### src/rtl/servo_bank.sv
// Multi-channel hobby-servo PWM bank with shared prescaler/frame counter and per-frame slew limiting.
// Optional macro SERVO_BANK_READBACK_EN maps read-only CURRENT[i] registers after the TARGET block.
module servo_bank #(
   parameter logic [7:0]  BASE_ADDRESS = 8'h00,
   parameter int unsigned NUM_CHANNELS = 4,
   parameter int unsigned CLK_FREQ     = 16000000,
   parameter int unsigned TICK_NS      = 6350,
   parameter int unsigned PERIOD_TICKS = 3150,
   parameter int unsigned MIN_TICKS    = 91
) (
   input  logic                    clk,
   input  logic                    rst_n,
   input  logic [7:0]              din,
   input  logic [7:0]              address,
   input  logic                    w_en,
   input  logic                    r_en,
   output logic [7:0]              dout,
   output logic [NUM_CHANNELS-1:0] servo_pin
);

   localparam longint unsigned PRESCALE_L =
      (64'(TICK_NS) * 64'(CLK_FREQ) + 64'd999_999_999) / 64'd1_000_000_000;
   localparam int unsigned PRESCALE = 32'(PRESCALE_L);
   localparam int unsigned PW       = (PRESCALE > 1) ? $clog2(PRESCALE) : 1;
   localparam int unsigned CW       = $clog2(PERIOD_TICKS);

   generate
      if (MIN_TICKS + 255 >= PERIOD_TICKS) begin : g_bad_period
         $error("servo_bank: MIN_TICKS+255 must be below PERIOD_TICKS");
      end
      if (NUM_CHANNELS < 1 || NUM_CHANNELS > 8) begin : g_bad_channels
         $error("servo_bank: NUM_CHANNELS must be 1..8");
      end
      if (PRESCALE < 1) begin : g_bad_prescale
         $error("servo_bank: prescale must be at least 1");
      end
   endgenerate

   logic [NUM_CHANNELS-1:0] ctrl;
   logic [NUM_CHANNELS-1:0] active_en;
   logic [7:0]              slew;
   logic [7:0]              target  [NUM_CHANNELS];
   logic [7:0]              current [NUM_CHANNELS];
   logic [PW-1:0]           presc;
   logic [CW-1:0]           frame_cnt;

   logic [8:0] off_c;
   logic       tick_c;
   logic       frame_end_c;
   logic [7:0] rd_data_c;

   // Offset is 9 bits so addresses below BASE_ADDRESS land above any mapped offset
   assign off_c       = {1'b0, address} - {1'b0, BASE_ADDRESS};
   assign tick_c      = (presc == PW'(PRESCALE - 1));
   assign frame_end_c = tick_c && (frame_cnt == CW'(PERIOD_TICKS - 1));

   // Step cur toward tgt by at most step; step of zero jumps straight to tgt
   function automatic logic [7:0] next_pos(input logic [7:0] cur, input logic [7:0] tgt,
                                           input logic [7:0] step);
      logic signed [8:0] diff;
      logic [8:0]        mag;
      diff = $signed({1'b0, tgt}) - $signed({1'b0, cur});
      mag  = diff[8] ? 9'(-diff) : 9'(diff);
      if (step == 8'd0 || mag <= {1'b0, step}) next_pos = tgt;
      else if (diff[8])                        next_pos = cur - step;
      else                                     next_pos = cur + step;
   endfunction

   // Read data mux
   always_comb begin
      rd_data_c = '0;
      if (off_c == 9'd0) rd_data_c = 8'(ctrl);
      if (off_c == 9'd1) rd_data_c = slew;
      for (int unsigned i = 0; i < NUM_CHANNELS; i++) begin
         if (off_c == 9'(2 + i)) rd_data_c = target[i];
`ifdef SERVO_BANK_READBACK_EN
         if (off_c == 9'(2 + NUM_CHANNELS + i)) rd_data_c = current[i];
`endif
      end
   end

   always_ff @(posedge clk) begin
      if (!rst_n) begin
         ctrl      <= '0;
         active_en <= '0;
         slew      <= '0;
         presc     <= '0;
         frame_cnt <= '0;
         dout      <= '0;
         servo_pin <= '0;
         for (int unsigned i = 0; i < NUM_CHANNELS; i++) begin
            target[i]  <= '0;
            current[i] <= '0;
         end
      end else begin
         presc <= tick_c ? '0 : presc + PW'(1);
         if (tick_c) frame_cnt <= frame_end_c ? '0 : frame_cnt + CW'(1);

         // Enables and positions only move at the frame boundary to avoid runt pulses
         if (frame_end_c) begin
            active_en <= ctrl;
            for (int unsigned i = 0; i < NUM_CHANNELS; i++)
               current[i] <= next_pos(current[i], target[i], slew);
         end

         if (w_en) begin
            if (off_c == 9'd0) ctrl <= din[NUM_CHANNELS-1:0];
            if (off_c == 9'd1) slew <= din;
            for (int unsigned i = 0; i < NUM_CHANNELS; i++)
               if (off_c == 9'(2 + i)) target[i] <= din;
         end

         if (r_en) dout <= rd_data_c;

         for (int unsigned i = 0; i < NUM_CHANNELS; i++)
            servo_pin[i] <= active_en[i] &&
                            (frame_cnt < CW'(MIN_TICKS) + CW'(current[i]));
      end
   end

endmodule

### config.mk
export PLATFORM = sky130hd
export DESIGN_NAME = servo_bank
export DESIGN_NICKNAME = d
export VERILOG_FILES = /design/src/rtl/servo_bank.sv
export SDC_FILE = /design/constraint.sdc
export NUM_CORES = 1
export LEC_CHECK = 0
export ABC_AREA = 1
export CORE_AREA = 8 8 149 165
export DETAILED_ROUTE_END_ITERATION = 10
export DIE_AREA = 0 0 157 173
export GPL_TIMING_DRIVEN = 0
export PLACE_DENSITY = 0.68
export SETUP_SLACK_MARGIN = 0.05
export SLEW_MARGIN = 20
export SYNTH_ARGS = -nofsm -noshare
export SYNTH_HDL_FRONTEND = slang
export SYNTH_SLANG_ARGS = --single-unit
export TNS_END_PERCENT = 50
### constraint.sdc
create_clock -name clk -period 3.98 [get_ports clk]
set_input_delay 0.796 -clock clk [delete_from_list [all_inputs] [get_ports clk]]
set_output_delay 0.796 -clock clk [all_outputs]
set_load 0.1 [all_outputs]
==> key figures <==
Run status
  – Status: completed

Timing
  – Max Slew Vio Count: 0
  – Setup_tns: 0 ps
  – Clk_skew: roughly 15 ps
  – Final worst slack: roughly 150 ps
  – Post-route minimum period: roughly 3800 ps
  – RSZ-0062 raised after global routing: true
  – Final Cycle Share: 0.962
  – Final-report setup violation count: 0
  – Fin. Hold Viols: 0
  – Worst Max-Slew Pin Slew: 1040 ps
  – Rel. slew slack: 0.296
  – Achievable Freq: between 0.2 and 0.3 GHz

Critical path
  – Critical path class: reg2reg
  – Worst setup EP type: flop
  – WP data arrival: 3960 ps
  – Slowest CP cell: dfxtp_1
  – CP required: 4110 ps
  – Register-to-register setup slack: approximately 150 ps
  – CP Buf/Inv Count: 2
  – Critical Path Max Stage Delay: roughly 920 ps
  – Maximum fanout along the worst path: 10
  – Setup crit start kind: flop
  – Largest delay contributor family on the critical path: flip-flops
  – Crit path top cell by count: nand2_1
  – Ordered list of cells on the worst path: inv_1, ha_1, nand3_1, nor2_1, nand2_1, xor2_1, nand2_1, o21ai_0, ha_1, a21oi_1, o21a_1, nand3_1, nand2_1, nand2_1, nand2_1, inv_1, nor2_1, nor2_1

Place
  – DP Area: 11800 um^2
  – Gp weighted congestion: roughly 0.97
  – HPWL Detailed: 25.1 mm
  – Place WS: 1.46 ps
  – PortBufs: 30

Logic synthesis
  – Cells after synthesis: between 1500 and 2000
  – Unique masters post-synth: 41
  – Synth Register Bits: approximately 110
  – Primary FF master, synth: edfxtp_1
  – Sequential fraction of the synthesis area: 0.258
  – Post-synth EDFFs: 64
  – Total of warnings raised by yosys: 0
  – Mean Syn Cell Area: 6.93 um^2
  – Syn Nets: around 1800
  – Post-synth ARST share: 0
  – Post-synthesis cell area: 11100 um^2

Route
  – Detailed Routing Iterations Pass 1: 5
  – Vias/cell: 5.32
  – Detail Route Antenna Nets: 0
  – DRT iter0 DRCs: approximately 860
  – Total Wirelength: 32.0 mm
  – Drt drc: 0
  – DR WL/cell: 16.5 um
  – Via count: approximately 10000

Hold path
  – Hold crit path type: reg2reg

GRT
  – Met3 Track Usage GR: 0.0319
  – Total gr overflow: 0
  – Met1 Usage GRT: 0.303
  – Largest net degree at the start of global routing: 41
  – Global-route usage over all layers: 0.242
  – Grt met2 use: 0.403
  – Gr busiest metal: met2
  – Vias in the first global route: about 10000
  – First-pass GRT wire length: around 52 mm
  – Initial antenna violation count: 0

Floorplanning
  – DIE WIDTH: 157 um
  – Initial core utilization: 0.510
  – Rows: 57
  – Die area: about 27000 um^2
  – Placeable Area: approximately 22000 um^2
  – Die span in y: between 150 and 200 um
  – Top Ports: 32

Clock tree
  – Cts bufs inserted: 9
  – CTS Buffer Depth: 2
  – Root Driver: clkbuf_16
  – CTS H-Tree Depth: 3
  – Worst-path clk slew: ~80 ps
  – CTS tree: built
  – Worst skew pair latency: roughly 370 ps
  – CTS Sinks: roughly 110

Job
  – Max cap viols: 0

Pwr
  – Leak: a little under 6 nW
  – P per Cell Area: roughly 300 nW/um^2
  – Peak supply drop: 0.212 mV

Final layout
  – Final net count: between 1500 and 2000
  – Area Overhead vs Synth: 9.53%
  – Final instance area: 12200 um^2
  – Share of cells above drive strength 1: 0.0672
  – Diodes inserted: 0
[sequential cells by signal, indices dropped and copies added (netlist names)]
name and count:
active_en 4, ctrl 4, current 32, dout 8, frame_cnt 12, presc 7
servo_pin 4, slew 8, target 32
[Yosys cell counts, types with 12 or more instances]
library cell / n / area share
nor3_1: 16 / 0.0072
nand2_2: 21 / 0.012
nand3_1: 79 / 0.036
o21a_1: 12 / 0.0081
o21ai_0: 76 / 0.034
nor2_1: 162 / 0.055
nand4_1: 37 / 0.021
nand2_1: 416 / 0.14
xor2_1: 70 / 0.055
inv_1: 257 / 0.087
a21oi_1: 97 / 0.044
dfxtp_1: 47 / 0.085
edfxtp_1: 64 / 0.17
ha_1: 137 / 0.15
[metrics by stage]
stage	util	std cells	hold slack, ps	power [W]
floorplan	-	1602	428	0.00236
CTS	0.555	1943	473	0.00360
global route	0.559	1947	489	0.00388
global placement	0.541	1927	448	0.00263
detailed placement	0.541	1927	459	0.00266
finish	0.559	1947	468	0.00361
[placed cells by master (no fill, tap or decap), types with 37 or more instances in the layout]
cell type,instances
nand2_1,413
xor2_1,70
o21ai_0,71
ha_1,137
inv_1,254
a21oi_1,97
nand4_1,37
dfxtp_1,47
nor2_1,159
edfxtp_1,64
nand3_1,79
[cell families after synthesis]
logic type               Yosys count  share of synthesized area
XOR/XNOR                          75                     0.0592
flip-flops                       111                      0.258
adder cells (fa/ha/maj)          145                      0.169
AO/OA/AOI/OAI                    204                     0.0992
AND/OR/NAND/NOR                  782                      0.312
buffers and inverters            285                      0.102
[area by class of cell]
| type | count | area (um^2) |
|---|---|---|
| clock buffer | 9 | 225 |
| buffer | 20 | 144 |
| inverter | 265 | 1010 |
| sequential | 111 | 2860 |
| timing repair buffer | 34 | 330 |
| multi-input combinational | 1206 | 7150 |
| clock inverter | 7 | 68.8 |
| tap | 295 | 369 |
| fill | 2141 | 9600 |
[worst paths after layout]
check | start | endpoint | cells after the start
setup / recovery | slew[0] | current[1][7] | 18
hold / removal | dout[5] | dout[5] | 2
setup reg to reg | slew[0] | current[1][7] | 18
hold reg to reg | dout[5] | dout[5] | 2
[what timing repair did]
action,4_1_cts,5_1_grt
buffers inserted,0,4
endpoints found under the setup margin,1,31
resized for setup,3,26
hold buffers,0,0
hold endpoints to repair,0,0
[report_power, final]
group          internal [W]  switching [W]  total, W
sequential          0.00125      0.0000503   0.00130
clock              0.000448       0.000493  0.000941
combinational      0.000518       0.000848   0.00137
[tightest hold or removal path: stages, from the launching register on]
cell and delay [ps]:
dfxtp_1 310, nand2_1 60, a21oi_1 60
[metal layers]
| layer | up-vias | routed length (um) |
|---|---|---|
| met4 | 0 | 1440 |
| met5 | - | 0 |
| met2 | 326 | 14800 |
| li1 | 5288 | - |
| met1 | 4668 | 14000 |
| met3 | 82 | 1770 |
Power figures use the tool's default switching activity.
